`config.mk`:
```
export PLATFORM = sky130hd
export DESIGN_NAME = kgp_ctrl_seq
export DESIGN_NICKNAME = d
export VERILOG_FILES = /design/src/rtl/kgp_pkg.sv /design/src/rtl/kgp_br_cond.sv /design/src/rtl/kgp_ctrl_seq.sv
export SDC_FILE = /design/constraint.sdc
export NUM_CORES = 1
export LEC_CHECK = 0
export BUFFER_PORTS_ARGS = -buffer_cell sky130_fd_sc_hd__buf_2
export CAP_MARGIN = 20
export CELL_PAD_IN_SITES_DETAIL_PLACEMENT = 0
export CELL_PAD_IN_SITES_GLOBAL_PLACEMENT = 1
export CORE_UTILIZATION = 43
export CTS_CLUSTER_DIAMETER = 120
export DETAILED_ROUTE_END_ITERATION = 16
export PLACE_DENSITY = 0.84
export SLEW_MARGIN = 10
export SYNTH_ARGS = -nofsm -noshare
export SYNTH_HDL_FRONTEND = slang
export SYNTH_HIERARCHICAL = 1
export SYNTH_SLANG_ARGS = --single-unit
```
`constraint.sdc`:
```
create_clock -name clk -period 5.35 [get_ports clk]
set_input_delay 0.535 -clock clk [delete_from_list [all_inputs] [get_ports clk]]
set_output_delay 0.535 -clock clk [all_outputs]
set_load 0.01 [all_outputs]
```
`src/rtl/kgp_pkg.sv`:
```
// Shared constants and types for the KGP-RISC control sequencer.
package kgp_pkg;

    localparam logic [2:0] OP_RTYPE = 3'b000;
    localparam logic [2:0] OP_ITYPE = 3'b001;
    localparam logic [2:0] OP_LDST  = 3'b010;
    localparam logic [2:0] OP_BR    = 3'b011;
    localparam logic [2:0] OP_JMP   = 3'b100;
    localparam logic [2:0] OP_HALT  = 3'b111;

    localparam logic [3:0] BC_Z   = 4'd0;
    localparam logic [3:0] BC_NZ  = 4'd1;
    localparam logic [3:0] BC_C   = 4'd2;
    localparam logic [3:0] BC_NC  = 4'd3;
    localparam logic [3:0] BC_S   = 4'd4;
    localparam logic [3:0] BC_NS  = 4'd5;
    localparam logic [3:0] BC_AL  = 4'd6;

    localparam logic [1:0] PC_SEL_INC = 2'b00;
    localparam logic [1:0] PC_SEL_BR  = 2'b01;
    localparam logic [1:0] PC_SEL_JMP = 2'b10;

    localparam logic [3:0] ALU_ADD = 4'b0000;

    typedef enum logic [2:0] {
        ST_IDLE,
        ST_FETCH,
        ST_DECODE,
        ST_EXEC,
        ST_MEM,
        ST_WB,
        ST_HALT
    } state_t;

    // 101 and 110 are the only unassigned opcodes.
    function automatic logic op_legal(input logic [2:0] op);
        return !((op == 3'b101) || (op == 3'b110));
    endfunction

endpackage

```
`src/rtl/kgp_br_cond.sv`:
```
// Branch-taken evaluation from the branch function code and ALU flags.
module kgp_br_cond
    import kgp_pkg::*;
(
    input  logic [3:0] fcode,
    input  logic       flag_z,
    input  logic       flag_c,
    input  logic       flag_s,
    output logic       taken
);

    always_comb begin
        taken = 1'b0;
        case (fcode)
            BC_Z:    taken = flag_z;
            BC_NZ:   taken = !flag_z;
            BC_C:    taken = flag_c;
            BC_NC:   taken = !flag_c;
            BC_S:    taken = flag_s;
            BC_NS:   taken = !flag_s;
            BC_AL:   taken = 1'b1;
            default: taken = 1'b0;
        endcase
    end

endmodule

```
`src/rtl/kgp_ctrl_seq.sv`:
```
// Multicycle FETCH/DECODE/EXEC/MEM/WB control sequencer for the KGP-RISC core.
// state  | meaning
// IDLE   | waiting for run
// FETCH  | waiting for instr_valid; loads IR and PC+4
// DECODE | latches opcode/fcode, screens halt/illegal
// EXEC   | ALU control, branch/jump resolution
// MEM    | data memory access until mem_ready
// WB     | register-file write
// HALT   | absorbing until rst
module kgp_ctrl_seq
    import kgp_pkg::*;
#(
    parameter int TIMEOUT = 16,
    parameter int CNT_W   = 32
) (
    input  logic             clk,
    input  logic             rst,
    input  logic             run,
    input  logic [2:0]       opcode,
    input  logic [3:0]       fcode,
    input  logic             flag_z,
    input  logic             flag_c,
    input  logic             flag_s,
    input  logic             instr_valid,
    input  logic             mem_ready,
    output logic             pc_we,
    output logic [1:0]       pc_sel,
    output logic             ir_we,
    output logic             rf_we,
    output logic             rf_wsel,
    output logic             alu_src_imm,
    output logic [3:0]       alu_op,
    output logic             mem_req,
    output logic             mem_we,
    output logic             halted,
    output logic             err_illegal,
    output logic             err_timeout,
    output logic [CNT_W-1:0] retired
);

    localparam int WAIT_W = (TIMEOUT < 2) ? 1 : $clog2(TIMEOUT + 1);
    localparam logic [WAIT_W-1:0] WAIT_LAST = WAIT_W'(TIMEOUT - 1);

    state_t             state_q, state_d;
    logic [WAIT_W-1:0]  wait_q, wait_d;
    logic [2:0]         opcode_q, opcode_d;
    logic [3:0]         fcode_q, fcode_d;
    logic               err_il_q, err_il_d;
    logic               err_to_q, err_to_d;
    logic [CNT_W-1:0]   retired_q, retired_d;
    logic               retire;
    logic               br_taken;
    logic               timed_out;

    kgp_br_cond u_br_cond (
        .fcode  (fcode_q),
        .flag_z (flag_z),
        .flag_c (flag_c),
        .flag_s (flag_s),
        .taken  (br_taken)
    );

    // The cycle that would reach TIMEOUT still honours a ready seen in it.
    assign timed_out = (TIMEOUT != 0) && (wait_q == WAIT_LAST);

    always_comb begin
        state_d     = state_q;
        wait_d      = '0;
        opcode_d    = opcode_q;
        fcode_d     = fcode_q;
        err_il_d    = err_il_q;
        err_to_d    = err_to_q;
        retire      = 1'b0;
        pc_we       = 1'b0;
        pc_sel      = PC_SEL_INC;
        ir_we       = 1'b0;
        rf_we       = 1'b0;
        rf_wsel     = 1'b0;
        alu_src_imm = 1'b0;
        alu_op      = ALU_ADD;
        mem_req     = 1'b0;
        mem_we      = 1'b0;
        halted      = 1'b0;

        case (state_q)
            ST_IDLE: begin
                if (run) state_d = ST_FETCH;
            end
            ST_FETCH: begin
                if (instr_valid) begin
                    ir_we   = 1'b1;
                    pc_we   = 1'b1;
                    state_d = ST_DECODE;
                end else if (timed_out) begin
                    state_d  = ST_HALT;
                    err_to_d = 1'b1;
                end else begin
                    wait_d = wait_q + 1'b1;
                end
            end
            ST_DECODE: begin
                opcode_d = opcode;
                fcode_d  = fcode;
                if (opcode == OP_HALT) begin
                    state_d = ST_HALT;
                    retire  = 1'b1;
                end else if (!op_legal(opcode)) begin
                    state_d  = ST_HALT;
                    err_il_d = 1'b1;
                end else begin
                    state_d = ST_EXEC;
                end
            end
            ST_EXEC: begin
                case (opcode_q)
                    OP_RTYPE: begin
                        alu_op  = fcode_q;
                        state_d = ST_WB;
                    end
                    OP_ITYPE: begin
                        alu_op      = fcode_q;
                        alu_src_imm = 1'b1;
                        state_d     = ST_WB;
                    end
                    OP_LDST: begin
                        alu_src_imm = 1'b1;
                        state_d     = ST_MEM;
                    end
                    OP_BR: begin
                        if (br_taken) begin
                            pc_we  = 1'b1;
                            pc_sel = PC_SEL_BR;
                        end
                        retire  = 1'b1;
                        state_d = ST_FETCH;
                    end
                    OP_JMP: begin
                        pc_we   = 1'b1;
                        pc_sel  = PC_SEL_JMP;
                        retire  = 1'b1;
                        state_d = ST_FETCH;
                    end
                    default: begin
                        state_d  = ST_HALT;
                        err_il_d = 1'b1;
                    end
                endcase
            end
            ST_MEM: begin
                mem_req = 1'b1;
                mem_we  = fcode_q[0];
                if (mem_ready) begin
                    if (fcode_q[0]) begin
                        retire  = 1'b1;
                        state_d = ST_FETCH;
                    end else begin
                        state_d = ST_WB;
                    end
                end else if (timed_out) begin
                    state_d  = ST_HALT;
                    err_to_d = 1'b1;
                end else begin
                    wait_d = wait_q + 1'b1;
                end
            end
            ST_WB: begin
                rf_we   = 1'b1;
                rf_wsel = (opcode_q == OP_LDST);
                retire  = 1'b1;
                state_d = ST_FETCH;
            end
            ST_HALT: begin
                halted = 1'b1;
            end
            default: state_d = ST_IDLE;
        endcase

        retired_d = retired_q + CNT_W'(retire);
    end

    always_ff @(posedge clk or posedge rst) begin
        if (rst) begin
            state_q   <= ST_IDLE;
            wait_q    <= '0;
            opcode_q  <= '0;
            fcode_q   <= '0;
            err_il_q  <= 1'b0;
            err_to_q  <= 1'b0;
            retired_q <= '0;
        end else begin
            state_q   <= state_d;
            wait_q    <= wait_d;
            opcode_q  <= opcode_d;
            fcode_q   <= fcode_d;
            err_il_q  <= err_il_d;
            err_to_q  <= err_to_d;
            retired_q <= retired_d;
        end
    end

    assign err_illegal = err_il_q;
    assign err_timeout = err_to_q;
    assign retired     = retired_q;

endmodule

```
* Yosys cells after proc, flatten, opt, wreduce, memory -nomap -nowiden
Cells that the tools add are included.
Word-level totals: input bits 15, flip-flop bits (word level) 49, logic and storage cells 96, output and inout port bits 48
Cells by class: add/sub/neg operators 2, equal/unequal tests 26, reduce and logical (&&, ||, !) cells 16, mux-type cells 44, bitwise logic cells 1
Operator list (number):
- adder 32 x 1 -> 32 bit | 1
- equality test 3 bit, second input constant | 7
- 2-to-1 mux 1 bit | 21
- 2-to-1 mux 3 bit | 7
- one-hot mux 3 bit (7 select lines) | 1
- 2-to-1 mux 5 bit | 3
- equality test 3 x 2 -> 1 bit, second input constant | 4
- equality test 4 x 3 -> 1 bit, second input constant | 3
- inequality test 2 bit, second input constant | 6
- one-hot mux 5 bit (2 select lines) | 1
- one-hot mux 3 bit (3 select lines) | 1
- equality test 4 x 2 -> 1 bit, second input constant | 2
- 2-to-1 mux 4 bit | 2
- one-hot mux 1 bit (2 select lines) | 4
- one-hot mux 1 bit (7 select lines) | 1
- equality test 3 x 1 -> 1 bit, second input constant | 2
- zero test 3 bit | 2
- OR reduction 2 bit | 3
- adder 5 x 1 -> 5 bit, second input constant | 1
- equality test 5 x 4 -> 1 bit, second input constant | 1
- OR reduction 5 bit | 1
- equality test 4 x 1 -> 1 bit, second input constant | 1
- zero test 4 bit | 1
- one-hot mux 1 bit (4 select lines) | 1
- 9 further kinds | 12

* Depth between registers and ports, before layout
depth in word-level cells 5, mapped depth 12, mapped depth without buffers 10

* Modules after synthesis
The synthesis kept the hierarchy.
Modules (own cells, without submodules):
- kgp_ctrl_seq | seq. area each 1226.2 sq um, cells an instance 228, times used 1, area each 2423.6 sq um
- kgp_br_cond | seq. area each 0.0 sq um, cells an instance 7, times used 1, area each 47.5 sq um

* Worst setup path after synthesis
Ideal clock, no wire load.
path kind register to register, start register state_q[2], end register retired_q[27], in the netlist retired[27], setup time 0.079 ns, period minus slack after synthesis 2.833 ns, arrival time 2.754 ns, data required time 5.271 ns, setup slack 2.517 ns, cell stages (with the launch flop) 13, path buffers 3, cell sequence dfrtp_1 -> clkbuf_1 -> nor3b_1 -> clkbuf_1 -> nand4_1 -> o21ai_0 -> o21a_1 -> ha_1 -> nand2_1 -> or4_1 -> buf_2 -> nor4_1 -> xor2_1
On the way: longest elaborated chain between the ends 3, elaborated cells on any way between the ends 6, those cells by class add/sub (1); eq/ne (4); mux (1)
Ends and longest elaborated chain:
- start, declared | line kgp_ctrl_seq.sv:44 | state_t state_q, state_d;
- start signal, assigned | line kgp_ctrl_seq.sv:191 | state_q <= state_d;
- equality test 3 bit or equality test 3 x 2 -> 1 bit (tied branches) | line kgp_ctrl_seq.sv:85 | case (state_q)
- one-hot mux 1 bit (4 select lines) (*) | line kgp_ctrl_seq.sv:85
- adder 32 x 1 -> 32 bit (*) | line kgp_ctrl_seq.sv:178 | retired_d = retired_q + CNT_W'(retire);
- net retired_d[27] | line kgp_ctrl_seq.sv:50 | logic [CNT_W-1:0] retired_q, retired_d;
- end signal, assigned | line kgp_ctrl_seq.sv:197 | retired_q <= retired_d;
- end, declared | line kgp_ctrl_seq.sv:50
The timed path passes the listed nets; every way through them passes the cells marked *. A chain may end at the register's enable or synchronous reset.

* Worst setup path after layout
start register state_q[1], end register retired_q[28], in the netlist retired[28]
Same word-level chain as after synthesis.

==> impl_summary.log <==
INFO  metric run_status = finished clean
INFO  metric io_pins = 63
INFO  metric layout_cells_sized_above_1 = 0.288
INFO  metric clock_tree.buffer_depth = 2
INFO  metric globalRouteTotalUtil = 0.179
INFO  metric number_of_antenna_violations_at_the_first_check_in_global_routing = 0
INFO  metric cp-start-kind = flop
INFO  metric cp_common_cell = ha_1
INFO  metric routed_wirelength = 5040 microns
INFO  metric critical_path_arrival = 3010 ps
INFO  metric timing.max_cap.violations = 0
INFO  metric flow.area_growth_from_synthesis = 19.4%
INFO  metric cp_max_fo = 15
INFO  metric cts.hold.buffers_added = 0
INFO  metric max_freq = between 300 and 400 MHz
INFO  metric floorplan.die.height = roughly 78 microns
INFO  metric path_class = flop to flop
INFO  metric yosysMostFrequentCell = dfrtp_1
INFO  metric die_area = a little over 6000 sq um
INFO  metric ys_seq_area_frac = 0.496
INFO  metric core_area = 5510 sq um
INFO  metric syn-mean-instance-area = 10.5 sq um
INFO  metric place.gp.congestion = 0.818
INFO  metric regToRegEndpoint = retired[28]$_DFF_PP0_
INFO  metric register_bit_total_from_synthesis = 49
INFO  metric tns = 0 ps
INFO  metric grt_setup_unrepaired = false
INFO  metric number_of_enable_type_register_cells_in_the_synthesized_netlist = 0
INFO  metric buffer_ports.inserted = 62
INFO  metric number_of_vias_per_cell = roughly 5.3
INFO  metric dp_slack = 2590 ps
INFO  metric first_pass_grt_wire_length = around 8500 microns
INFO  metric slowest_delay = 600 ps
INFO  metric slew_viol_final = 0
INFO  metric power.ir.vdd_worst = 0.136 mV
INFO  metric min_path_type = input pin to async pin
INFO  metric post_synth_inst_count = 235
INFO  metric critPathTopFamily = simple AND/OR/NAND/NOR gates
INFO  metric required = 5580 ps
INFO  metric critical_path.endpoint = retired[28]$_DFF_PP0_
INFO  metric critPathLaunch = state_q[1]$_DFFE_PP0P_
INFO  metric hold_viol_final = 0
INFO  metric cts_setup_buffers = 0
INFO  metric route.antenna.remaining_nets = 0
INFO  metric vias_in_the_first_global_route = around 1700
INFO  metric tritoncts_buffer_count = 5
INFO  metric final_core_utilization = 0.536
INFO  metric cp.buffers_inverters = 0
INFO  metric p_leak = around 1.5 nW
INFO  metric place.detailed.hpwl = between 3000 and 4000 microns
INFO  metric drt_iter0_markers = between 100 and 150
INFO  metric post_synth_most_frequent_cells = 49 x dfrtp_1, 17 x nand3_1, 17 x xnor2_1
INFO  metric critical_path.endpoint_type = flop
INFO  metric largest_net_degree_at_the_start_of_global_routing = 50
INFO  metric timing.critical_path.slowest_stage_cell = dfrtp_1
INFO  metric drc = 0
INFO  metric tritoncts_num_sinks = 49
INFO  metric row_count = 27
INFO  metric worstMarginPinSlew = roughly 850 ps
INFO  metric ys_async_sr_fraction = 1.00
INFO  metric starting_density_of_the_core = 0.449
INFO  metric global_route.overflow_total = 0
INFO  metric r2r-start = state_q[1]$_DFFE_PP0P_
INFO  metric crit_path_cell_trace = nor3b_1 > nand4_1 > o21ai_0 > o21a_1 > ha_1 > ha_1 > and4_1 > nand3_1 > nor4_1 > xor2_1
INFO  metric vias = 1953
INFO  metric syn-num-nets = between 200 and 300
INFO  metric routed_wire_length_per_instance = between 10 and 15 microns
INFO  metric yosys.cell_types.count = 43
INFO  metric count_of_tritonroute_iterations_in_the_first_routing_pass = 4
INFO  metric cts_resized = 0
INFO  metric cts_tree = done
INFO  metric synth.top_cells.by_area = dfrtp_1 50%, xnor2_1 6.0%, xor2_1 5.7%
INFO  metric fin_skew = around 8.3 ps
INFO  metric period_share = 0.520
INFO  metric synth_top_area_share = 0.496
INFO  metric final.setup.worst_slack = between 2000 and 3000 ps
INFO  metric cts.root.buffer_cell = clkbuf_8
INFO  metric cp.depth = 10
INFO  metric n_antenna_cell = 0
INFO  metric netlist_area_pre_place = about 2500 sq um
INFO  metric power_density = 338 nW/um^2
INFO  metric timing.max_slew.rel_slack = 0.426
INFO  metric timing.final.crit_period = roughly 2800 ps
INFO  metric die_w = between 70 and 80 microns
INFO  metric cts_max_level = 2
INFO  metric cts.reportedPaths.clkPinSlew = 90 ps
INFO  metric clock_latency = roughly 300 ps
INFO  metric final-setup-viol-count = 0
INFO  metric syn_warnings = 6
INFO  metric layout.nets = about 320
INFO  metric reg2regPathDepth = 10
INFO  metric synth_top_area_cell = dfrtp_1
INFO  metric synth-main-ff-cell = dfrtp_1
INFO  metric setup.reg_to_reg.worst_slack = 2570 ps
[worst min-delay path by stage]
stage,from,to,slack (ps),depth (start not counted)
final,rst,retired[14]$_DFF_PP0_,230,2
after global routing,rst,retired[16]$_DFF_PP0_,250,2
after CTS,fcode[1],fcode_q[1]$_DFFE_PP0P_,460,2
after detailed placement,err_timeout$_DFFE_PP0P_,err_timeout$_DFFE_PP0P_,450,1
after global placement,err_timeout$_DFFE_PP0P_,err_timeout$_DFFE_PP0P_,440,1
after floorplan,wait_q[0]$_DFF_PP0_,wait_q[0]$_DFF_PP0_,430,1
[through the flow]
stage	hold WS, ps	power [W]	instances	area (sq um)
floorplan	429	0.000710	235	2470
global placement	443	0.000789	362	2850
detailed placement	447	0.000793	362	2850
CTS	459	0.00101	370	2930
global route	255	0.00107	371	2950
finish	229	0.000997	371	2950
[cell usage in the layout (no fill, tap or decap), types with 3 or more instances in the layout]
cell type  Yosys  final
nor4_1         9      9
o21ai_0        3      3
mux2_2         7      7
and4_1         4      4
nand2_1       16     16
clkbuf_8       0      5
a21oi_1        7      7
buf_2          2     62
ha_1           4      4
nand2b_1       4      4
and2_1         8      8
and3_1         5      5
nor3_1         5      5
xnor2_1       17     17
nand3_1       17     17
dfrtp_1       49     49
inv_1          5      4
nor2_1        14     14
nand4_1        6      6
xor2_1        16     16
[layer usage]
layer  global-route usage  wire (microns)
met1                0.255            2540
met2                0.265            2130
met3               0.0447             306
met4               0.0566              68
met5                    0               0
[cells by family after synthesis]
family | share of synthesized area
simple gates | 0.245
fa+ha+maj | 0.0203
buf+inv | 0.0208
mux | 0.0360
compound gates | 0.0653
flops | 0.496
xor+xnor | 0.117
[sequential cells by signal, summed over array words and instances (netlist names)]
name	cells
state_q	3
opcode_q	3
err_timeout	1
retired	32
fcode_q	4
wait_q	5
err_illegal	1
[final cells by class]
type / instances / area (sq um)
Fill cell: 516 / 2560
Tap cell: 72 / 90.1
Timing Repair Buffer: 64 / 338
Clock buffer: 7 / 76.3
Inverter: 5 / 18.8
Sequential cell: 49 / 1230
Clock inverter: 1 / 7.51
Multi-Input combinational cell: 173 / 1190
[power breakdown]
group / switching (W) / internal [W] / leakage [nW] / total, W
sequential: 0.0000960 / 0.000425 / 0.652 / 0.000521
combinational: 0.000126 / 0.000139 / 0.854 / 0.000265
clock: 0.000119 / 0.0000927 / 0.0385 / 0.000211
(Power assumes the default switching activity.)
